$ cat src/rtl/ibex_avalon_pkg.sv
// Shared types and limits for the Ibex request/grant to Avalon-MM responder.
package ibex_avalon_pkg;

    localparam int MaxReadLatency = 4;
    localparam int MinMemSize     = 4;

    typedef struct packed {
        logic valid;
        logic we;
        logic err;
    } resp_t;

    typedef struct packed {
        logic        we;
        logic        err;
        logic [31:0] addr;
        logic [3:0]  be;
        logic [31:0] wdata;
    } cmd_t;

endpackage

$ cat src/rtl/ibex_avalon_resp_pipe.sv
// Fixed-depth response shift register; one stage per cycle of Avalon read latency.
module ibex_avalon_resp_pipe
    import ibex_avalon_pkg::*;
#(
    parameter int Depth = 1
) (
    input  logic  clk_i,
    input  logic  rst_i,
    input  resp_t i_resp,
    output resp_t o_resp
);

    resp_t r_stage [Depth];

    always_ff @(posedge clk_i or posedge rst_i) begin
        if (rst_i) begin
            // NOTE: every stage is reset, not only valid, so a reset mid-flight can never emit a response.
            for (int i = 0; i < Depth; i++) r_stage[i] <= '0;
        end else begin
            r_stage[0] <= i_resp;
            for (int i = 1; i < Depth; i++) r_stage[i] <= r_stage[i-1];
        end
    end

    assign o_resp = r_stage[Depth-1];

endmodule

$ cat src/rtl/ibex_avalon_responder.sv
// Ibex req/gnt/rvalid responder driving an on-chip Avalon-MM memory with fixed read latency.
module ibex_avalon_responder
    import ibex_avalon_pkg::*;
#(
    parameter logic [31:0] MemStart    = 32'h0000_0000,
    parameter int          MemSize     = 65536,
    parameter int          ReadLatency = 1,
    parameter int          AddrWidth   = $clog2(MemSize / 4)
) (
    input  logic                 clk_i,
    input  logic                 rst_i,
    input  logic                 req_i,
    output logic                 gnt_o,
    output logic                 rvalid_o,
    input  logic                 we_i,
    input  logic [3:0]           be_i,
    input  logic [31:0]          addr_i,
    input  logic [31:0]          wdata_i,
    output logic [31:0]          rdata_o,
    output logic                 err_o,
    output logic [AddrWidth-1:0] avm_address_o,
    output logic                 avm_read_o,
    output logic                 avm_write_o,
    output logic                 avm_chipselect_o,
    output logic [3:0]           avm_byteenable_o,
    output logic [31:0]          avm_writedata_o,
    input  logic [31:0]          avm_readdata_i,
    input  logic                 avm_waitrequest_i
);

    localparam int LatDepth = (ReadLatency < 1) ? 1 :
                              (ReadLatency > MaxReadLatency) ? MaxReadLatency : ReadLatency;
    localparam int          WinSize = (MemSize < MinMemSize) ? MinMemSize : MemSize;
    localparam logic [31:0] WinMask = 32'(WinSize - 1);

    logic        r_cmd_valid;
    cmd_t        r_cmd;
    logic [31:0] w_offset;
    logic        w_in_range;
    logic        w_cmd_fire;
    logic        w_issue;
    resp_t       w_resp_in;
    resp_t       w_resp_out;
    logic        w_unused;

    assign w_offset   = addr_i - MemStart;
    assign w_in_range = (w_offset & ~WinMask) == 32'h0;

    // Errored commands never touch Avalon, so they leave the register without waiting.
    assign w_cmd_fire = r_cmd_valid && (r_cmd.err || !avm_waitrequest_i);
    assign gnt_o      = req_i && !rst_i && (!r_cmd_valid || w_cmd_fire);

    always_ff @(posedge clk_i or posedge rst_i) begin
        if (rst_i) begin
            r_cmd_valid <= 1'b0;
            r_cmd       <= '0;
        end else if (gnt_o) begin
            r_cmd_valid <= 1'b1;
            r_cmd       <= '{we: we_i, err: !w_in_range, addr: w_offset, be: be_i, wdata: wdata_i};
        end else if (w_cmd_fire) begin
            r_cmd_valid <= 1'b0;
        end
    end

    assign w_issue          = r_cmd_valid && !r_cmd.err;
    assign avm_read_o       = w_issue && !r_cmd.we;
    assign avm_write_o      = w_issue && r_cmd.we;
    assign avm_chipselect_o = w_issue;
    assign avm_byteenable_o = avm_write_o ? r_cmd.be : (avm_read_o ? 4'hF : 4'h0);
    assign avm_address_o    = r_cmd.addr[AddrWidth+1:2];
    assign avm_writedata_o  = r_cmd.wdata;

    assign w_resp_in = '{valid: w_cmd_fire, we: r_cmd.we, err: r_cmd.err};

    ibex_avalon_resp_pipe #(
        .Depth (LatDepth)
    ) u_resp_pipe (
        .clk_i  (clk_i),
        .rst_i  (rst_i),
        .i_resp (w_resp_in),
        .o_resp (w_resp_out)
    );

    // Read data arrives on the bus in the same cycle its response entry leaves the pipe.
    assign rvalid_o = w_resp_out.valid;
    assign err_o    = w_resp_out.valid && w_resp_out.err;
    assign rdata_o  = (w_resp_out.valid && !w_resp_out.we && !w_resp_out.err) ? avm_readdata_i : 32'h0;

    assign w_unused = ^{r_cmd.addr[31:AddrWidth+2], r_cmd.addr[1:0]};

endmodule

$ cat config.mk
export PLATFORM = sky130hd
export DESIGN_NAME = ibex_avalon_responder
export DESIGN_NICKNAME = d
export VERILOG_FILES = /design/src/rtl/ibex_avalon_pkg.sv /design/src/rtl/ibex_avalon_resp_pipe.sv /design/src/rtl/ibex_avalon_responder.sv
export SDC_FILE = /design/constraint.sdc
export NUM_CORES = 1
export LEC_CHECK = 0
export ABC_AREA = 1
export BUFFER_PORTS_ARGS = -buffer_cell sky130_fd_sc_hd__buf_2
export CAP_MARGIN = 5
export CORE_MARGIN = 3
export CORE_UTILIZATION = 45
export DETAILED_ROUTE_END_ITERATION = 16
export PLACE_DENSITY = 0.89
export SLEW_MARGIN = 25
export SYNTH_ARGS = -nofsm -noshare
export SYNTH_HDL_FRONTEND = slang
export SYNTH_SLANG_ARGS = --single-unit
$ cat constraint.sdc
create_clock -name clk_i -period 3.3 [get_ports clk_i]
set_clock_uncertainty 0.05 [all_clocks]
set_input_delay 0.33 -clock clk_i [delete_from_list [all_inputs] [get_ports clk_i]]
set_output_delay 0.33 -clock clk_i [all_outputs]
set_load 0.03 [all_outputs]
# Word level (Yosys, flattened, before mapping)
# Cells that the tools add are included.
[totals] regBits=58 latch_bits=0 mem_bits_rw=0 rom_bits=0 input_bits=105 wordCells=35 memories=0
[classes] n_addsub=0 multipliers=0 div=0 n_lt_le_gt_ge=0 n_eq_ne=0 shift=0 n_mux=5 n_bitwise=0 reduce_logical=21
[op_table] cell="$logic_not 32->1" count=1
[op_table] cell="$mux 32" count=1
[op_table] cell="$logic_and 1x1->1" count=9
[op_table] cell="$logic_not 1->1" count=8
[op_table] cell="$mux 4" count=2
[op_table] cell="$logic_or 1x1->1" count=2
[op_table] cell="$mux 1" count=2
[op_table] cell="$reduce_bool 2->1" count=1

# Longest topological paths before layout
# Gate-level depths: netlist (run 1).
[logic_depth] ltp_word=6 ltp_mapped=8 ltp_nobuf=7

# Cells and area by module
# From an unflattened synthesis (run 1), not the netlist that was laid out.
[unflattened] cells_unflattened=377 area_unflattened_um2=2910.3
[modules_own_cells] mod="ibex_avalon_responder" instances=1 cells_per_inst=373 area_per_inst_um2=2831.5 seq_area_each_um2=1326.3
[modules_own_cells] mod="ibex_avalon_resp_pipe" instances=1 cells_per_inst=4 area_per_inst_um2=78.8 seq_area_each_um2=75.1

# Worst setup path before layout (run 1)
# Ideal clock, no wire load.
[synth_path] path_kind="register to output" from="register u_resp_pipe.r_stage, in the netlist u_resp_pipe.o_resp[2]" to="output rdata_o[17]" arrival_ns=1.556 t_required_ns=2.920 setup_slack_ns=1.364 stages_incl_launch_ff=5 cell_sequence="dfrtp_1 -> or3b_1 -> buf_6 -> buf_6 -> nor2_1"
[synth_via] elab_chain_cells=3
[synth_rtl] item="from (decl)" line_no="ibex_avalon_resp_pipe.sv:13" source="resp_t r_stage [Depth];"
[synth_rtl] item="$logic_and 1x1->1 (2 in a row)" line_no="ibex_avalon_responder.sv:87" source="assign rdata_o = (w_resp_out.valid && !w_resp_out.we && !w_resp_out.err) ? avm_readdata_i : 32'h0;"
[synth_rtl] item="$mux 32" line_no="ibex_avalon_responder.sv:87"
[synth_rtl] item="to (decl)" line_no="ibex_avalon_responder.sv:19" source="output logic [31:0] rdata_o,"
# Every way passes these cells.

# Worst setup path in the final report (run 1)
[layout_path] from="register r_cmd_valid" to="output gnt_o"
[layout_via] elab_chain_cells=3 word_cells_on_any_way=4
[layout_rtl] item="from (decl)" line_no="ibex_avalon_responder.sv:36" source="logic r_cmd_valid;"
[layout_rtl] item="from (signal assigned)" line_no="ibex_avalon_responder.sv:55" source="r_cmd_valid <= 1'b0;"
[layout_rtl] item="from (signal assigned)" line_no="ibex_avalon_responder.sv:58" source="r_cmd_valid <= 1'b1;"
[layout_rtl] item="from (signal assigned)" line_no="ibex_avalon_responder.sv:61" source="r_cmd_valid <= 1'b0;"
[layout_rtl] item="$logic_not 1->1 / $logic_and 1x1->1 (equally long branches)" line_no="ibex_avalon_responder.sv:51, ibex_avalon_responder.sv:50"
[layout_rtl] item="$logic_or 1x1->1 *" line_no="ibex_avalon_responder.sv:51" source="assign gnt_o = req_i && !rst_i && (!r_cmd_valid || w_cmd_fire);"
[layout_rtl] item="$logic_and 1x1->1 *" line_no="ibex_avalon_responder.sv:51"
[layout_rtl] item="to (decl)" line_no="ibex_avalon_responder.sv:13" source="output logic gnt_o,"
# Mark *: on every way between the ends. The rest lies on a longest branch, timed or not.

==> flow_summary.ini, run 1 <==
[outcome]
status = complete, no violations

[power]
pwr-share-comb = 0.312
p_sw_mw = 0.655
seq_power_share = 0.459
swShare = 0.358
max-vdd-ir-drop_uv = 288
leakagePower_nw = 2.36
p_clk_frac = 0.230
internal_power_mw = 1.18
power_density_nw_per_um2 = 512
finalPower_mw = 1.83

[setup_path]
cpLargestDelayFamily = buffers and inverters
worstPathArrival_ns = 2.10
slowest_stage = inv_4
endpoint_kind = output port
cp_max_fo = 54
slowest_delay_ns = 0.53
startpoint_type = flip-flop
cp.required_ns = 2.92
critPathBufInv = 3
worstSetupPathType = flip-flop to output port
cp_cell_sequence = inv_1, nor2_2, nand2_1, nand2_4, inv_4, buf_2
crit_start = r_cmd_valid
r2r-start = r_cmd[68]

[synthesis]
synth_cells = 376
ys_ff_latch = 56
synth_warnings = 0
synth_seq_area_share = 0.482
yosys.cell_count.top_type = nand2_1
synth_area_um2 = 2910
synth.largest_area_cell = dfrtp_1
netlist.area_leader.share = 0.482
synth_common_cells = nand2_1, dfrtp_1, buf_4
synth_edf_count = 0
async_flop_share = 1.00
synth.distinct_cells = 12
synthTopCellsByArea = dfrtp_1, nand2_1, buf_4, nor2_1, inv_1
ys.flop_type = dfrtp_1
syn_avg_cell_area_um2 = 7.74
synthesis.nets = 481

[drt]
drtIter0Drc = 115
routed_wl_mm = 7.09
wire_per_inst_um = 12.1
drt_pre_antenna_iters = 4
num_vias = 2589
drtAntennaViolNets = 0
route.detailed.drc = 0
routed_via_density = 4.40

[die]
coreArea_um2 = 6100
die_h_um = 86.4
io-pin-count = 193
dieArea_um2 = 7460
dieWidth_um = 86.4
initial_core_util = 0.477
fp-row-count = 28

[sta]
hold_violations = 0
fin_tns_setup_ns = 0
timing.final.crit_share = 0.750
holdWs_ns = 0.0827
drv_slew = 0
fin_crit_ns = 2.48
fmax_mhz = 404
setup_slack_ns = 0.825
finalSetupViolCount = 0
slew_headroom = 0.515
tightest_slew_ns = 0.727
grt_setup_unrepaired = false

[final_layout]
utilization = 0.587
instances_no_fill = 588
num_antenna_cells = 0
fillers = 582
fin_nets = 619
area_growth_pct = 23.0
drive_above_1_share = 0.415
post-route-cell-area_um2 = 3580

[cts]
cts-resized-gates = 0
clock-sinks = 56
clk_pin_slew_ns = 0.10
cts_tree = yes
cts_hold_buf = 0
htreeDepth = 2
numCtsBuffers = 5
clk_path_buf_depth = 2
root_buffer = clkbuf_8
clk_latency_ns = 0.30
post_cts_buffers = 0

[place]
hpwl_mm = 5.43
routabilityCongestion = 0.759
dp_slack_ns = 1.07
io_buffers = 190
dpl.cell_count = 582
placed_cell_area_um2 = 3480

[global_route]
grt_pass1_vias = 2609
grt_usage = 0.193
grt_overflow_total = 0
antenna_found_initial = 0
grt_pass1_wl_mm = 11.6
grt_start_max_net_pins = 56

[min_path]
hp-class = primary input to asynchronous set/reset pin

[run]
drv_cap = 0
==> power by group through the flow <==
stage | clock [mW] | sequential [mW] | combinational (mW)
2_1_floorplan | 0 | 0.842 | 0.513
3_3_place_gp | 0 | 0.848 | 0.565
3_5_place_dp | 0 | 0.851 | 0.579
4_1_cts | 0.439 | 0.840 | 0.579
5_1_grt | 0.460 | 0.853 | 0.625
6_report | 0.421 | 0.840 | 0.571
==> flip-flops by register name, indices dropped and copies added, names as in the netlist <==
register            count
u_resp_pipe.o_resp      3
r_cmd_valid             1
avm_address_o          14
avm_writedata_o        32
r_cmd                   6
==> final cells by class <==
cell class	count	area, um^2	area share
Tap cell	75	93.8	0.0262
Clock inverter	1	30.0	0.00839
Sequential cell	56	1400	0.392
Inverter	40	155	0.0434
Multi-Input combinational cell	220	871	0.243
Timing Repair Buffer	191	958	0.268
Clock buffer	5	68.8	0.0192
==> path summary, 6_finish.rpt <==
| check | to | slack [ns] | cells after the start |
|---|---|---|---|
| min reg2reg | u_resp_pipe.o_resp[1] | 0.37 | 0 |
| min | avm_writedata_o[30] | 0.08 | 2 |
| min in group clk_i | u_resp_pipe.o_resp[2] | 0.16 | 2 |
| max | gnt_o | 0.82 | 6 |
| max reg2reg | avm_writedata_o[22] | 1.40 | 6 |
| max in group asynchronous | avm_address_o[8] | 2.62 | 3 |
==> placed cells by master, fill, tap and decap left out, drive strengths merged <==
cell type	netlist	final
a21oi	1	1
buf	60	191
bufinv	0	1
clkbuf	0	5
dfrtp	56	56
inv	40	40
nand2	163	163
nor2	54	54
o21ai	1	1
or3b	1	1
==> kinds of logic after synthesis <==
kind of cell	Yosys count	share of synthesized area
AOI/OAI and AO/OA	2	0.00344
buffers and inverters	100	0.219
DFF	56	0.482
and+or+nand+nor	218	0.296
==> routing by layer <==
layer	GRT usage	vias to the layer above	part of all wire
met1	0.200	1152	0.37
met4	0.0510	0	0.013
li1	-	1309	-
met2	0.380	118	0.53
met5	0	-	0
met3	0.0494	10	0.093
Note: power is estimated with default switching activity, not from simulation.
==> run 2: changes to the inputs <==
Settings changed: ABC_AREA 1 to 0, CORE_UTILIZATION 45 to 42, PLACE_DENSITY 0.89 to 0.84.
Clock period 3.3 ns to 2.38 ns, I/O delays scaled along.
==> flow_summary.ini, run 2 <==
[outcome]
status = complete, no violations

[place]
dpl.cell_count = 454
hpwl_mm = 5.55
placed_cell_area_um2 = 3650
routabilityCongestion = 0.755
io_buffers = 190
dp_slack_ns = 0.637

[final_layout]
largest_reg_flops = 32
utilization = 0.569
fillers = 567
final_cell_mix = buf_2, dfrtp_1, mux2_4
register_area_um2 = 1400
area_growth_pct = 26.9
num_antenna_cells = 0
multiInputGateArea_um2 = 1100
layout_commonest_cell = buf_2
post-route-cell-area_um2 = 3740
fin_nets = 473
instances_no_fill = 462
drive_above_1_share = 0.699

[cts]
clk_pin_slew_ns = 0.10
post_cts_buffers = 0
cts-resized-gates = 0
clk_latency_ns = 0.30
clock-sinks = 56
clk_path_buf_depth = 2
cts_hold_buf = 0
htreeDepth = 2
numCtsBuffers = 5
cts_tree = yes
root_buffer = clkbuf_8

[power]
finalPower_mw = 2.44
power_density_nw_per_um2 = 653
max-vdd-ir-drop_uv = 322
leakagePower_nw = 2.19

[die]
die_h_um = 89.8
fp-row-count = 29
initial_core_util = 0.449
io-pin-count = 193
dieArea_um2 = 8060
coreArea_um2 = 6570
dieWidth_um = 89.8

[drt]
drtAntennaViolNets = 0
routed_via_density = 4.50
routed_wl_mm = 6.96
drtIter0Drc = 45
drt_pre_antenna_iters = 3
wire_per_inst_um = 15.1
route.detailed.drc = 0
num_vias = 2079

[synthesis]
synth_cells = 221
ys.flop_type = dfrtp_1
yosys.cell_count.top_type = dfrtp_1
synth_common_cells = dfrtp_1, mux2_4, buf_4
synth.largest_area_cell = dfrtp_1
async_flop_share = 1.00
synth_edf_count = 0
syn_avg_cell_area_um2 = 13.3
netlist.area_leader.share = 0.476
synthesis.nets = 326
synth_seq_area_share = 0.476
synthTopCellsByArea = dfrtp_1, mux2_4, buf_4, and2_1, buf_6
synth_area_um2 = 2950
ys_ff_latch = 56
synth.distinct_cells = 18
synth_warnings = 0

[global_route]
grt_pass1_vias = 2145
grt_usage = 0.166
grt_overflow_total = 0
antenna_found_initial = 0
grt_start_max_net_pins = 57
grt_pass1_wl_mm = 10.9

[sta]
holdWs_ns = 0.105
finalSetupViolCount = 0
tightest_slew_ns = 0.717
drv_slew = 0
fmax_mhz = 493
timing.final.crit_share = 0.853
fin_crit_ns = 2.03
fin_tns_setup_ns = 0
grt_setup_unrepaired = false
hold_violations = 0
slew_headroom = 0.522
setup_slack_ns = 0.351

[setup_path]
worstPathArrival_ns = 1.74
cp_max_fo = 16
cp.required_ns = 2.09
endpoint_kind = output port
worstSetupPathType = flip-flop to output port
startpoint_type = flip-flop

[run]
drv_cap = 0

[min_path]
hp-class = primary input to flip-flop
## run 2: changes by cell type in the layout (fill, tap and decap cells not counted), moves of 3 or more
cell,before,now
mux2_2,0,3
and2_1,0,34
nand2_1,162,1
nor2_2,12,0
mux2_4,0,49
nor2_1,42,1
a21oi_1,1,4
inv_1,38,8
nor4_1,0,4
## run 2: path summary, 6_finish.rpt
| path | from | end | slack, ns | cells past startpoint |
|---|---|---|---|---|
| max in group asynchronous | rst_i | avm_writedata_o[11] | 1.65 | 3 |
| hold / removal | wdata_i[8] | avm_writedata_o[8] | 0.10 | 2 |
| setup reg to reg | r_cmd[68] | avm_address_o[7] | 0.64 | 4 |
| setup / recovery | r_cmd[68] | gnt_o | 0.35 | 5 |
| min in group asynchronous | rst_i | r_cmd[68] | 0.15 | 3 |
| hold reg to reg | r_cmd[68] | u_resp_pipe.o_resp[0] | 0.42 | 0 |
## run 2: logic make-up (layout without fill, tap and decap cells)
kind of cell	count (synthesis)	after routing	share of synthesized area
AO/OA/AOI/OAI	6	6	0.0110
buffers and inverters	63	211	0.152
flip-flops	56	56	0.476
multiplexers	52	52	0.261
AND/OR/NAND/NOR	44	44	0.101
## run 2: routing by layer
metal	GRT usage	share of wire
met3	0.0476	0.082
met5	0	0
met4	0.0434	0.013
met1	0.180	0.36
met2	0.315	0.54
## run 2: cell type report
type                       instances  area share
multi-input combinational        102       0.295
timing repair buffer             194       0.266
inverter                           9      0.0100
tap                               93      0.0311
clock buffer                       5      0.0184
sequential                        56       0.375
clock inverter                     3     0.00502
## run 2: power by group
| part | internal (mW) | switching, mW | total (mW) |
|---|---|---|---|
| combinational | 0.338 | 0.416 | 0.754 |
| clock | 0.206 | 0.308 | 0.514 |
| sequential | 1.09 | 0.0826 | 1.17 |
| total | 1.63 | 0.807 | 2.44 |
## run 2: critical path, stage by stage, from the launching register on
cell      delay, ns
dfrtp_1        0.43
nand3b_4       0.18
nand3_4        0.29
buf_4          0.31
inv_1          0.06
buf_2          0.17
==> run 3: changes to the inputs <==
Settings changed: GPL_TIMING_DRIVEN set to 0.
==> flow_summary.ini, run 3 (synthesis gave the netlist of run 2 again) <==
[outcome]
status = complete, no violations

[setup_path]
cp.required_ns = 2.09
worstSetupPathType = primary input to output port
startpoint_type = primary input
worstPathArrival_ns = 1.95
cp_max_fo = 22
rr_worst_depth = 5
endpoint_kind = output port

[drt]
drtIter0Drc = 51
routed_wl_mm = 7.67
route.detailed.drc = 0
wire_per_inst_um = 14.6
num_vias = 2302
drtAntennaViolNets = 0
drt_pre_antenna_iters = 4
routed_via_density = 4.39

[cts]
root_buffer = clkbuf_8
clock-sinks = 56
cts_tree = yes
clk_latency_ns = 0.31
clk_pin_slew_ns = 0.11
numCtsBuffers = 5
htreeDepth = 2
clk_path_buf_depth = 2

[die]
dieArea_um2 = 8060
fp-row-count = 29
die_h_um = 89.8
initial_core_util = 0.449
coreArea_um2 = 6570
dieWidth_um = 89.8
io-pin-count = 193

[sta]
tightest_slew_ns = 0.331
fin_crit_ns = 2.24
slew_headroom = 0.779
fmax_mhz = 447
grt_setup_unrepaired = false
hold_violations = 0
finalSetupViolCount = 0
drv_slew = 0
fin_tns_setup_ns = 0
timing.final.crit_share = 0.940
setup_slack_ns = 0.142

[global_route]
antenna_found_initial = 2
grt_overflow_total = 0
grt_start_max_net_pins = 31
grt_pass1_wl_mm = 12.0
grt_usage = 0.185
grt_pass1_vias = 2404

[final_layout]
final_cell_mix = buf_2, dfrtp_1, buf_4
multiInputGateArea_um2 = 1100
layout_commonest_cell = buf_2
area_growth_pct = 44.1
largest_reg_flops = 32
fillers = 539
register_area_um2 = 1400
fin_nets = 533
post-route-cell-area_um2 = 4250
instances_no_fill = 524
drive_above_1_share = 0.727
utilization = 0.647

[power]
power_density_nw_per_um2 = 623
p_sw_mw = 0.845
max-vdd-ir-drop_uv = 416
p_clk_frac = 0.194
internal_power_mw = 1.80
pwr-share-comb = 0.359
swShare = 0.319
leakagePower_nw = 2.48
seq_power_share = 0.446

[place]
hpwl_mm = 6.19
dpl.cell_count = 506
dp_slack_ns = 0.482
routabilityCongestion = 0.752
placed_cell_area_um2 = 4070
io_buffers = 190

[run]
drv_cap = 0

[min_path]
hp-class = primary input to flip-flop
holdPathStages = 2
==> run 3: cell count changes in the layout (fill, tap and decap cells not counted), sizes merged <==
cell	previous run	this run
clkbuf	5	10
diode	0	2
clkinvlp	1	2
buf	194	248
clkinv	3	1
dlygate4sd3	0	2
==> run 3: power by group through the flow <==
| stage | registers [mW] | clock network (mW) | logic, mW |
|---|---|---|---|
| after detailed placement | 1.20 | 0 | 0.946 |
| final | 1.18 | 0.514 | 0.950 |
| after global placement | 1.19 | 0 | 0.914 |
| after global routing | 1.20 | 0.574 | 1.01 |
| after floorplan | 1.17 | 0 | 0.702 |
| after CTS | 1.18 | 0.540 | 0.951 |
==> run 3: final cells by class <==
type                    instances  area share
diodes                          2     0.00118
plain buffers                  54      0.0972
clock buffers                   6      0.0171
repair buffers                200       0.255
clock inverters                 2     0.00383
flip-flops and latches         56       0.330
inverters                       9     0.00884
multi-input cells             102       0.260
well taps                      93      0.0274
==> run 3: what timing repair did <==
action                                  in CTS  in global routing
hold buffers                                 2                  0
endpoints found under the hold margin        6                  0
endpoints found under the setup margin       0                 12
setup buffers                                0                  5
gates resized for setup                      0                  1
==> run 3: stage by stage <==
stage | hold WS [ns] | total power [mW]
2_1_floorplan | 0.284 | 1.87
3_3_place_gp | 0.379 | 2.10
3_5_place_dp | 0.127 | 2.14
4_1_cts | 0.0913 | 2.67
5_1_grt | 0.0887 | 2.79
6_report | 0.101 | 2.65
==> run 3: worst paths after layout <==
check,from,to,slack [ns]
hold reg to reg,r_cmd[68],u_resp_pipe.o_resp[0],0.43
min in group asynchronous,rst_i,avm_writedata_o[8],0.49
hold / removal,wdata_i[31],avm_writedata_o[31],0.10
setup reg to reg,r_cmd[68],avm_writedata_o[13],0.82
setup / recovery,rst_i,gnt_o,0.14
max in group asynchronous,rst_i,r_cmd[69],1.06
==> run 3: critical path: stages <==
cell           delay [ns]
dlygate4sd3_1        0.53
buf_2                0.14
clkinvlp_4           0.11
buf_12               0.16
buf_16               0.18
nand3_4              0.14
buf_6                0.19
inv_1                0.05
buf_2                0.18
==> run 3: layer usage <==
metal  track usage  vias up  wire (um)
met2         0.355      116       4420
met4        0.0473        0         34
met1         0.193     1085       2560
met3        0.0576        5        646
li1              -     1096          -
met5             0        -          0
